**src/rtl/mux4_scan_ctrl.sv**
```systemverilog
// mux4_scan_ctrl: steps the 4:1 mux select through enabled channels, samples Y after a settle
// interval and delivers the packed 4-bit frame over a VALID/READY handshake.
module mux4_scan_ctrl #(
  parameter int SETTLE_CYCLES = 2
) (
  input  logic       CLK,
  input  logic       RST,
  input  logic       EN,
  input  logic [3:0] MASK,
  input  logic       Y,
  output logic       S1,
  output logic       S0,
  output logic [3:0] DATA,
  output logic       VALID,
  input  logic       READY,
  output logic       BUSY,
  output logic [7:0] FRAME_CNT
);
  typedef enum logic [1:0] {IDLE, SETTLE, OUT} state_t;
  localparam logic [7:0] RELOAD = 8'(SETTLE_CYCLES - 1);
  state_t state;
  logic [1:0] sel;
  logic [7:0] cnt;
  logic [3:0] mask_q, shadow, higher, smp;
  logic start;
  function automatic logic [1:0] lowest(input logic [3:0] m);
    return m[0] ? 2'd0 : m[1] ? 2'd1 : m[2] ? 2'd2 : 2'd3;
  endfunction
  always_comb begin
    higher = mask_q & (4'b1110 << sel);
    smp = shadow | ((4'b0001 << sel) & {4{Y}});
    start = EN && MASK != 4'b0 && (state == IDLE || (state == OUT && READY));
  end
  assign {S1, S0} = sel;
  assign BUSY = state != IDLE;
  // a start overrides the OUT->IDLE move so back-to-back frames have no bubble
  always_ff @(posedge CLK) begin
    if (RST) begin
      state <= IDLE;
      sel <= 2'd0;
      cnt <= 8'd0;
      mask_q <= 4'd0;
      shadow <= 4'd0;
      DATA <= 4'd0;
      VALID <= 1'b0;
      FRAME_CNT <= 8'd0;
    end else begin
      if (state == OUT && READY) begin
        VALID <= 1'b0;
        FRAME_CNT <= FRAME_CNT + 8'd1;
        state <= IDLE;
      end
      if (start) begin
        mask_q <= MASK;
        shadow <= 4'd0;
        sel <= lowest(MASK);
        cnt <= RELOAD;
        state <= SETTLE;
      end else if (state == SETTLE) begin
        if (cnt != 8'd0) cnt <= cnt - 8'd1;
        else begin
          shadow <= smp;
          if (higher != 4'd0) begin
            sel <= lowest(higher);
            cnt <= RELOAD;
          end else begin
            DATA <= smp;
            VALID <= 1'b1;
            state <= OUT;
          end
        end
      end
    end
  end
endmodule

```
**config.mk**
```make
export PLATFORM = sky130hd
export DESIGN_NAME = mux4_scan_ctrl
export DESIGN_NICKNAME = d
export VERILOG_FILES = /design/src/rtl/mux4_scan_ctrl.sv
export SDC_FILE = /design/constraint.sdc
export NUM_CORES = 1
export LEC_CHECK = 0
export ABC_AREA = 1
export CORE_MARGIN = 5
export CORE_UTILIZATION = 40
export CTS_CLUSTER_SIZE = 40
export DETAILED_ROUTE_END_ITERATION = 10
export PLACE_DENSITY = 0.58
export SYNTH_ARGS = -nofsm -noshare
export SYNTH_HDL_FRONTEND = slang
export SYNTH_SLANG_ARGS = --single-unit
```
**constraint.sdc**
```tcl
create_clock -name CLK -period 1.85 [get_ports CLK]
set_input_delay 0.555 -clock CLK [delete_from_list [all_inputs] [get_ports CLK]]
set_output_delay 0.555 -clock CLK [all_outputs]
set_load 0.005 [all_outputs]
```
### After elaboration in Yosys (flattened, before gate mapping)

Cells that the tools add are included.

* flip-flop bits (word level): 33
* output and inout port bits: 16
* input port bits: 9
* word-level logic and storage cells: 66

* muxes and demuxes: 24
* reductions and logical operators: 19
* shift-type cells: 2
* equal/unequal tests: 3
* bitwise logic cells: 6
* add/subtract/negate cells: 2

Operators with widths (number)
* 2-bit 2-to-1 mux: 12
* 8-bit 2-to-1 mux: 2
* 1-bit 2-to-1 mux: 10
* 8-bit by 1-bit adder with 8-bit output, second input constant: 1
* 4-bit bitwise AND: 2
* 2-bit nonzero test: 4
* 4-bit nonzero test: 2
* 8-bit nonzero test: 1
* 8-bit by 1-bit subtractor with 8-bit output, second input constant: 1
* 2-bit AND reduction: 3
* 4-bit OR: 1
* 4-bit AND reduction: 1
* 1-bit by 2-bit left shift with 4-bit output, first input constant: 1
* 4-bit by 2-bit left shift with 4-bit output, first input constant: 1
* 1-bit logical AND: 3
* 1-bit NOT: 3
* 3-bit AND reduction: 1
* 3-bit nonzero test: 1
* 2-bit by 1-bit == test with 1-bit output, second input constant: 1
* 2-bit == test, second input constant: 1
* 2-bit zero test: 1
* 2-bit != test, second input constant: 1
* 2-bit OR reduction: 1
* 1-bit logical OR: 1

### Logic depth before layout (Yosys ltp)

Gate-level depths: netlist of the first run.

* depth in word-level cells: 9
* gate-level depth with buffers: 9
* mapped depth without buffers: 9

### Worst setup path before layout of the first run

No wires, ideal clock.

* path type: input -> register
* start point: input READY
* end point: register sel[0]
* arrival time: 1281 ps
* slack: 449 ps
* required time: 1730 ps
* cell stages on the path: 8
* buffers on the path: 1
* setup time: 120 ps
* cells stage by stage: inv_1 > a21oi_1 > nand3_2 > buf_4 > nor2_1 > nor2_1 > o211ai_1 > nand2_1

* word-level cells in the longest chain between the ends: 5
* elaborated cells between the ends (all ways): 8
* classes of those cells: eq/ne (1); mux (1); reduce/logical (6)

Ends and longest elaborated chain
* from (decl): RTL line 15 `input logic READY,`
* 1-bit logical AND (*): RTL line 32 `start = EN && MASK != 4'b0 && (state == IDLE || (state == OUT && READY));`
* 1-bit logical OR (*): RTL line 32
* 1-bit logical AND (*): RTL line 32
* 2-bit != test (no line) / 2-bit nonzero test (equally long branches)
* 3-bit AND reduction (no line)
* to (signal assigned): RTL line 56 `sel <= lowest(MASK);`
* to (signal assigned): RTL line 64 `sel <= lowest(higher);`
* to (decl): RTL line 22 `logic [1:0] sel;`

Mark *: on every way between the ends. The rest lies on a longest branch, timed or not.
A chain may end at the register's enable or synchronous reset.

### Worst setup path after layout of the first run

* start point: register state[0]
* end point: output BUSY

* word-level cells in the longest chain between the ends: 1

Ends and longest elaborated chain
* from (decl): RTL line 21 `state_t state;`
* from (signal assigned): RTL line 39 `state <= IDLE;`
* from (signal assigned): RTL line 51 `state <= IDLE;`
* from (signal assigned): RTL line 58 `state <= SETTLE;`
* 2-bit nonzero test: RTL line 35 `assign BUSY = state != IDLE;`
* to (decl): RTL line 16 `output logic BUSY,`

Every way passes these cells.

==> results of run 1 <==
[cells in the mapped netlist (all sizes together)]
cell,count,area share (%)
nand2,53,13
nor2,39,12
dfxtp,32,39
inv,32,7.4
a21oi,23,7.3
nand3,19,7.2
o21ai,15,4.8
ha,3,2.3
clkbuf,2,0.46
nor3,2,1.3
nor3b,2,0.92
xor2,2,1.1
a211oi,1,0.46
buf,1,0.46
o211ai,1,0.46
o21bai,1,0.46
o31ai,1,0.46
xnor2,1,0.54
[state kept, by name, summed over array words and instances (netlist names)]
register	cells
FRAME_CNT	8
shadow	4
sel	2
mask_q	3
cnt	8
state	2
VALID	1
DATA	4
[cell type report]
class	count	area, um^2	area share [%]
Clock buffer	6	72.6	3.41
Clock inverter	2	35.0	1.64
Inverter	32	120	5.64
Multi-Input combinational cell	163	852	40.0
Sequential cell	32	643	30.2
Tap cell	50	62.6	2.94
Timing Repair Buffer	38	345	16.2
[repair_timing]
item                                    CTS  global route
pin swaps                                 0             0
endpoints found under the setup margin    1             5
setup buffers                             0             0
gates resized for setup                   1             3
hold buffers                              0             0
[power by group]
group          switching (mW)  internal [mW]  total (mW)
clock network           0.261          0.399       0.661
logic                   0.397          0.280       0.677
registers              0.0479          0.753       0.801
total                   0.706           1.43        2.14
[cells by family (layout without fill, tap and decap cells)]
kind of cell,after synthesis,after routing
flip-flops,32,32
buffers and inverters,35,78
XOR/XNOR,3,3
AND/OR/NAND/NOR,115,115
adder cells (fa/ha/maj),3,3
AO/OA/AOI/OAI,42,42
[layout by cell type, fill, tap and decap left out]
| cell | netlist | layout |
|---|---|---|
| nand2_1 | 48 | 48 |
| nor2_1 | 34 | 33 |
| dfxtp_1 | 32 | 30 |
| inv_1 | 28 | 27 |
| clkdlybuf4s50_1 | 0 | 24 |
| a21oi_1 | 22 | 22 |
| nand3_1 | 16 | 16 |
| buf_4 | 1 | 14 |
| o21ai_0 | 9 | 9 |
| inv_2 | 4 | 5 |
| o21ai_1 | 5 | 5 |
| clkbuf_8 | 0 | 5 |
| nand2_2 | 4 | 4 |
| nor2_4 | 3 | 3 |
| ha_1 | 3 | 3 |
| nor2_2 | 1 | 2 |
| nand3_2 | 2 | 2 |
| xor2_1 | 2 | 2 |
| nor3b_1 | 2 | 2 |
| dfxtp_2 | 0 | 2 |
| nor2_8 | 1 | 1 |
| xnor2_1 | 1 | 1 |
| nand3_4 | 1 | 1 |
| nor3_4 | 1 | 1 |
| nand2_4 | 1 | 1 |
| o31ai_1 | 1 | 1 |
| o211ai_1 | 1 | 1 |
| o21ai_2 | 1 | 1 |
| o21bai_1 | 1 | 1 |
| a21oi_2 | 1 | 1 |
| nor3_1 | 1 | 1 |
| a211oi_1 | 1 | 1 |
| bufinv_16 | 0 | 1 |
| clkbuf_1 | 2 | 1 |
| clkinv_2 | 0 | 1 |
[metal layers]
layer  vias to the layer above  share of wire [%]  track usage, %
met5                         -                  0               0
met4                         0                1.5            5.43
met3                         5                4.9            5.47
met2                        23                 46            25.2
met1                       662                 48            17.8
li1                        819                  -               -
[metrics by stage]
| step | utilization [%] | cell area, um^2 | instances | setup TNS (ns) | power [mW] |
|---|---|---|---|---|---|
| 2_1_floorplan | - | 1630 | 230 | 0 | 1.28 |
| 3_3_place_gp | 50.8 | 2020 | 315 | -1.90 | 1.49 |
| 3_5_place_dp | 50.8 | 2020 | 315 | -1.93 | 1.49 |
| 4_1_cts | 53.6 | 2130 | 323 | 0 | 2.16 |
| 5_1_grt | 53.7 | 2130 | 323 | 0 | 2.29 |
| 6_report | 53.7 | 2130 | 323 | 0 | 2.14 |
[worst min-delay path: cells and delay by family, from the launching register on]
| family | cells | cell delay, ns |
|---|---|---|
| flops | 1 | 0.30 |
| buf+inv | 1 | 0.05 |
| compound gates | 1 | 0.05 |
[worst paths after layout]
check | endpoint | startpoint | slack (ns)
setup reg to reg | DATA[2] | cnt[0] | 0.29
hold reg to reg | shadow[0] | shadow[0] | 0.44
setup / recovery | BUSY | state[0] | 0.05
hold / removal | shadow[0] | shadow[0] | 0.44
==> metrics.md, run 1 <==
| Metric | Value |
|---|---|
| WP depth | 3 |
| N_diodes | 0 |
| Seq/Total Area, Yosys | between 30 and 40% |
| Fin crit period | between 1.5 and 2 ns |
| # clock sinks | 32 |
| Run status | completed |
| Flops & latches, synth | 32 |
| Port Buffers | 24 |
| GRT Total Usage | 15.1% |
| Initial Utilization | between 40% and 50% |
| First-pass GRT wire length | 6350 um |
| Crit. End Element | output pin |
| Worst Path Arrival | 1.24 ns |
| Synth Area in Compound Gates | 14.0% |
| CP max stage cell | clkdlybuf4s50_1 |
| Syn Inst Count | 230 |
| Worst-Margin Slew | about 0.35 ns |
| Count of warnings emitted by yosys | 0 |
| Clk pin slew, worst setup/hold paths | 0.07 ns |
| Critical path class | register to output pin |
| PwrDens | 1000 nW/um^2 |
| RSZ-0062 raised after global routing | no |
| WL/cell | 11.1 um |
| Area added between synthesis and finish | 31.1% |
| Nets@finish | 284 |
| Hold Crit Depth | 2 |
| Critical-path cell list | inv_2 -> nand2_1 -> clkdlybuf4s50_1 |
| Distinct cell type count after synthesis | 30 |
| Drt initial violations | 44 |
| GP Congestion | 0.781 |
| Setup WS pre-CTS | -0.172 ns |
| Final Cycle Share | about 97% |
| DR vias/cell | 4.67 |
| DP HPWL | 2790 um |
| H-Tree Depth | 2 |
| Max_slew headroom | between 70% and 80% |
| Cells on worst reg2reg path | 9 |
| HP Class | register to register |
| Max Slew Vio Count | 0 |
| Die ar. | approximately 5400 um^2 |
| Initial antenna violation count | 0 |
| Die W | 73.7 um |
| CTS buffer count | 5 |
| Clk_skew | just under 0.005 ns |
| Die Y | 73.7 um |
| Row Count | 23 |
| IO Count | 25 |
| CP Launch Type | register |
| Main combinational cell family by area after synthesis | simple AND/OR/NAND/NOR gates |
| Vias in the first global route | 1514 |
| 1st-pass router iterations | 4 |
| CTS tree | built |
| Syn_area_per_cell | 7.07 um^2 |
| DRC | 0 |
| Total grt overflow | 0 |
| Post-synthesis simple-gate area fraction | 34.3% |
| Worst Hold Slack | 0.443 ns |
| Critical-path maximum fanout | 3 |
| Post-synth net total | 242 |
| Max-cap violations | 0 |
| Cell Area, Synth | 1630 um^2 |
| Share of cells above drive strength 1 | roughly 16% |
| Later-pin clock latency in the skew report | 0.28 ns |
| Setup WS post-layout | roughly 0.054 ns |
| Adder-cell share of the synthesized area | under 10% |
| Worst path bufs/invs | 2 |
| Pin count of the biggest net entering global routing | 14 |
| Core footprint | between 3000 and 4000 um^2 |
| Final hold vios | 0 |
| CP required | 1.29 ns |
| Clk root buf | clkbuf_8 |
| Final Setup Violations | 0 |
| Max Buffers Root-to-Sink | 2 |
| Final WL | 3590 um |
| Antenna Nets Post-Route | 0 |
| Multiplexer share of the synthesized area | 0% |
| Worst path max stage delay | 0.49 ns |
| Lkg Pwr | 0.915 nW |
| Max VDD drop | 557 uV |
| Fillers | 395 |
| Largest delay share family, worst path | buffers and inverters |
| Synth Area in XOR/XNOR | 1.62% |
| DR vias | 1509 |
| Fmax | 557 MHz |
Power figures use the tool's default switching activity.
==> run 2: changes to the inputs <==
--- a/config.mk
+++ b/config.mk
@@ -10,7 +10,8 @@
 export CORE_UTILIZATION = 40
 export CTS_CLUSTER_SIZE = 40
 export DETAILED_ROUTE_END_ITERATION = 10
-export PLACE_DENSITY = 0.58
+export MAX_ROUTING_LAYER = met4
+export PLACE_DENSITY = 0.66
 export SYNTH_ARGS = -nofsm -noshare
 export SYNTH_HDL_FRONTEND = slang
 export SYNTH_SLANG_ARGS = --single-unit
==> metrics.md, run 2 (synthesis gave the netlist of run 1 again) <==
| Metric | Value |
|---|---|
| DP HPWL | 2660 um |
| Worst Path Arrival | ~1.2 ns |
| Clk root buf | clkbuf_8 |
| Critical path class | register to output pin |
| Hold endpoint | FRAME_CNT[7] |
| Max-cap violations | 0 |
| # clock sinks | 32 |
| RR Startpoint | cnt[0] |
| CTS buffer count | 5 |
| Biggest regs | FRAME_CNT (8), cnt (8) |
| Run status | completed |
| CP Launch Type | register |
| Clk_skew | ~0.011 ns |
| GRT Total Usage | 14.9% |
| Reg-to-reg endpoint | DATA[2] |
| Final WL | 3430 um |
| Share of cells above drive strength 1 | between 10% and 20% |
| Fin cells | roughly 330 |
| Commonest non-fill, non-tap cell in the layout | nand2_1 |
| Drt initial violations | 64 |
| Die ar. | roughly 5400 um^2 |
| Crit. End Element | output pin |
| Crit path from | sel[0] |
| Placed Instances | 317 |
| Max VDD drop | approximately 640 uV |
| Pin count of the biggest net entering global routing | 14 |
| Worst-Margin Slew | ~0.34 ns |
| Later-pin clock latency in the skew report | 0.29 ns |
| CTS tree | built |
| GP Congestion | 0.788 |
| IO Count | 25 |
| PwrDens | approximately 940 nW/um^2 |
| CP max stage cell | clkdlybuf4s50_1 |
| Nets@finish | roughly 290 |
| HP Class | register to register |
| Initial antenna violation count | 0 |
| 1st-pass router iterations | 4 |
| Antenna Nets Post-Route | 0 |
| Hold Crit Depth | 1 |
| N_diodes | 0 |
| Die W | 73.7 um |
| DRC | 0 |
| Reg2reg setup slack | approximately 0.35 ns |
| Final Setup Violations | 0 |
| WL/cell | about 11 um |
| Critical-path maximum fanout | 6 |
| Vias in the first global route | around 1400 |
| First-pass GRT wire length | 6110 um |
| Hold Crit Start | FRAME_CNT[7] |
| Critical-path cell list | clkdlybuf4s50_1 |
| Initial Utilization | 40.9% |
| Cells on worst reg2reg path | 9 |
| Port Buffers | 24 |
| Max Buffers Root-to-Sink | 2 |
| Fin crit period | between 1.5 and 2 ns |
| Worst path max stage delay | ~0.54 ns |
| Max_slew headroom | 77.3% |
| Total grt overflow | 0 |
| Row Count | 23 |
| Fin util | 53.9% |
| Fmax | 558 MHz |
| DR vias/cell | 4.69 |
| DR vias | 1523 |
| Max Slew Vio Count | 0 |
| Final Cycle Share | between 90 and 100% |
| Clk pin slew, worst setup/hold paths | about 0.070 ns |
| Commonest non-fill, non-tap cells in the layout | nand2_1, nor2_1, dfxtp_1, inv_1, clkdlybuf4s50_1 |
| CP required | 1.29 ns |
| Post-CTS Setup Bufs | 0 |
| Area added between synthesis and finish | 31.8% |
| RSZ-0062 raised after global routing | no |
| Final hold vios | 0 |
| H-Tree Depth | 2 |
| CTS resizes | 2 |
| Core footprint | 3970 um^2 |
| # hold bufs at CTS | 0 |
| Worst path bufs/invs | 1 |
| Die Y | 73.7 um |
| Fillers | 405 |
| Largest delay share family, worst path | buffers and inverters |
| Lkg Pwr | 0.924 nW |
==> run 2: worst max-delay path by stage <==
stage / endpoint / slack, ns / cells after the start
floorplan: sel[0] / 0.45 / 8
finish: S0 / 0.06 / 1
global route: S0 / 0.003 / 1
global placement: VALID / -0.16 / 7
detailed placement: VALID / -0.16 / 7
CTS: BUSY / 0.03 / 3
==> run 2: area by class of cell <==
| cell class | instances | area (um^2) | share of cell area (%) |
|---|---|---|---|
| multi-input cells | 163 | 862 | 40.2 |
| flip-flops and latches | 32 | 642 | 30.0 |
| repair buffers | 40 | 363 | 16.9 |
| inverters | 32 | 120 | 5.61 |
| clock buffers | 5 | 68.8 | 3.21 |
| well taps | 50 | 62.6 | 2.92 |
| clock inverters | 3 | 23.8 | 1.11 |
==> run 2: report_power, final <==
part / internal [mW] / leakage (nW) / switching [mW]
clock network: 0.266 / 0.0404 / 0.279
registers: 0.752 / 0.260 / 0.0452
logic: 0.284 / 0.623 / 0.397
total: 1.30 / 0.924 / 0.721
==> run 2: metal layers <==
layer,global-route usage [%],up-vias,wire length (um)
li1,-,825,-
met1,18.0,672,1690
met2,23.5,21,1580
met3,4.65,5,113
met4,4.63,0,44
met5,-,-,0
==> run 2: through the flow <==
step / hold WS (ns) / worst slack [ns] / power [mW] / cell area (um^2) / TNS (ns)
after CTS: 0.457 / 0.0338 / 2.05 / 2130 / 0
after global routing: 0.483 / 0.00308 / 2.18 / 2140 / 0
after detailed placement: 0.442 / -0.164 / 1.49 / 2030 / -2.53
after floorplan: 0.421 / 0.449 / 1.28 / 1630 / 0
final: 0.453 / 0.0584 / 2.02 / 2140 / 0
after global placement: 0.432 / -0.160 / 1.49 / 2030 / -2.31
==> run 3: changes to the inputs <==
--- a/config.mk
+++ b/config.mk
@@ -6,12 +6,12 @@
 export NUM_CORES = 1
 export LEC_CHECK = 0
 export ABC_AREA = 1
-export CORE_MARGIN = 5
-export CORE_UTILIZATION = 40
+export CORE_MARGIN = 2
+export CORE_UTILIZATION = 53
 export CTS_CLUSTER_SIZE = 40
 export DETAILED_ROUTE_END_ITERATION = 10
 export MAX_ROUTING_LAYER = met4
-export PLACE_DENSITY = 0.66
+export PLACE_DENSITY = 0.83
 export SYNTH_ARGS = -nofsm -noshare
 export SYNTH_HDL_FRONTEND = slang
 export SYNTH_SLANG_ARGS = --single-unit
==> metrics.md, run 3 (synthesis gave the netlist of run 1 again) <==
| Metric | Value |
|---|---|
| WL/cell | approximately 11 um |
| # clock sinks | 32 |
| HP Class | register to register |
| RR Startpoint | cnt[0] |
| Final Cycle Share | a little over nine tenths |
| Critical-path maximum fanout | 4 |
| Commonest non-fill, non-tap cells in the layout | nand2_1, nor2_1, inv_1, dfxtp_1, clkdlybuf4s50_1 |
| Largest delay share family, worst path | buffers and inverters |
| CP required | 1.29 ns |
| Commonest non-fill, non-tap cell in the layout | nand2_1 |
| Die W | about 60 um |
| Share of cells above drive strength 1 | 18.9% |
| CTS buffer count | 5 |
| Core footprint | 2980 um^2 |
| Critical-path cell list | clkdlybuf4s50_1 |
| Cells on worst reg2reg path | 9 |
| Total grt overflow | 0 |
| First-pass GRT wire length | 5510 um |
| Initial Utilization | 54.6% |
| Fmax | 556 MHz |
| Hold endpoint | shadow[1] |
| Area added between synthesis and finish | 28.0% |
| Worst Path Arrival | 1.24 ns |
| Drt initial violations | 98 |
| PwrDens | just over 900 nW/um^2 |
| Power Total | 1.89 mW |
| Final Setup Violations | 0 |
| Die ar. | 3530 um^2 |
| Final WL | between 3000 and 4000 um |
| DP HPWL | around 2500 um |
| Row Count | 20 |
| Antenna Nets Post-Route | 0 |
| H-Tree Depth | 2 |
| Sum Neg Setup Slack | 0 ns |
| Vias in the first global route | 1293 |
| Reg2reg setup slack | 0.34 ns |
| Worst path max stage delay | 0.52 ns |
| Critical path class | register to output pin |
| Run status | completed |
| Crit. End Element | output pin |
| Worst-Margin Slew | between 0.3 and 0.4 ns |
| # hold bufs at CTS | 0 |
| CTS tree | built |
| Clk_skew | approximately 0.011 ns |
| Max_slew headroom | 77.1% |
| GRT Total Usage | 21.8% |
| IO Count | 25 |
| Nets@finish | around 290 |
| DRC | 0 |
| Pin count of the biggest net entering global routing | 14 |
| Later-pin clock latency in the skew report | 0.34 ns |
| CP max stage cell | clkdlybuf4s50_1 |
| Fin crit period | 1.80 ns |
| Hold Crit Depth | 2 |
| Max VDD drop | 555 uV |
| Max-cap violations | 0 |
| Fillers | 260 |
| Reg-to-reg endpoint | DATA[2] |
| Die Y | ~60 um |
| Port Buffers | 24 |
| Max Slew Vio Count | 0 |
| Worst path bufs/invs | 1 |
| 1st-pass router iterations | 5 |
| DR vias/cell | 5.03 |
| DR vias | 1548 |
| N_diodes | 0 |
| Hold Crit Start | shadow[1] |
| GP Congestion | 0.844 |
| Biggest regs | FRAME_CNT (8), cnt (8) |
| Clk root buf | clkbuf_4 |
| Clk pin slew, worst setup/hold paths | 0.10 ns |
| Final hold vios | 0 |
| Max Buffers Root-to-Sink | 2 |
| Lkg Pwr | 0.913 nW |
| CP Launch Type | register |
| RSZ-0062 raised after global routing | no |
| Initial antenna violation count | 0 |
run 3: cell types whose count changed in the layout (fill, tap and decap cells not counted):
cell,before,now
clkbuf_8,5,1
dfxtp_1,31,25
clkinv_4,1,0
dlymetal6s2s_1,1,0
nor2_2,3,1
clkinv_2,0,2
clkinvlp_4,2,0
clkbuf_4,0,5
nor2_1,32,34
dlygate4sd2_1,0,1
nand3_4,2,1
nand3_2,1,2
dfxtp_2,1,7
run 3: stage by stage:
stage	hold WS, ns	setup WS (ns)	utilization, %	cell area, um^2	std cells
2_1_floorplan	0.421	0.449	-	1630	230
3_3_place_gp	0.430	-0.138	67.3	2000	299
3_5_place_dp	0.435	-0.121	67.3	2000	299
4_1_cts	0.452	0.00461	69.7	2080	308
5_1_grt	0.467	0.000175	69.9	2080	308
6_report	0.451	0.0521	69.9	2080	308
run 3: how the worst max path moves through the flow:
stage | to | cells after the start | from
global placement | sel[0] | 8 | READY
global route | FRAME_CNT[4] | 1 | FRAME_CNT[4]
floorplan | sel[0] | 8 | READY
detailed placement | sel[0] | 8 | READY
CTS | FRAME_CNT[3] | 1 | FRAME_CNT[3]
finish | FRAME_CNT[4] | 1 | FRAME_CNT[4]
run 3: cell type report:
type,count,area [um^2],area share (%)
clock inverters,2,10.0,0.481
multi-input cells,163,850,40.8
flip-flops and latches,32,649,31.2
inverters,32,120,5.77
repair buffers,40,359,17.3
well taps,33,41.3,1.98
clock buffers,6,51.3,2.47
run 3: power by group:
part           switching [mW]  internal [mW]
clock                   0.237          0.181
sequential             0.0451          0.754
combinational           0.393          0.279
total                   0.676           1.21
run 3: timing repair:
item                                    4_1_cts  5_1_grt
resized for setup                             5        4
buffers inserted                              1        0
endpoints found under the setup margin        3        4
run 3: worst register-to-register path, cell delays in order, from the launching register on:
cell and delay, ns:
dfxtp_1 0.32, inv_1 0.11, ha_1 0.18, nand2_2 0.09
nor2_8 0.20, nand2_4 0.10, nor2_4 0.16, inv_2 0.09
nor2_1 0.10, nor2_1 0.05
run 3: per-layer routing:
layer  vias up  share of wire, %  global-route usage [%]
li1        824                 -                       -
met1       687                46                    27.2
met2        31                48                    32.8
met3         6               4.6                    6.11
met4         0               1.8                    9.42
met5         -                 0                       -
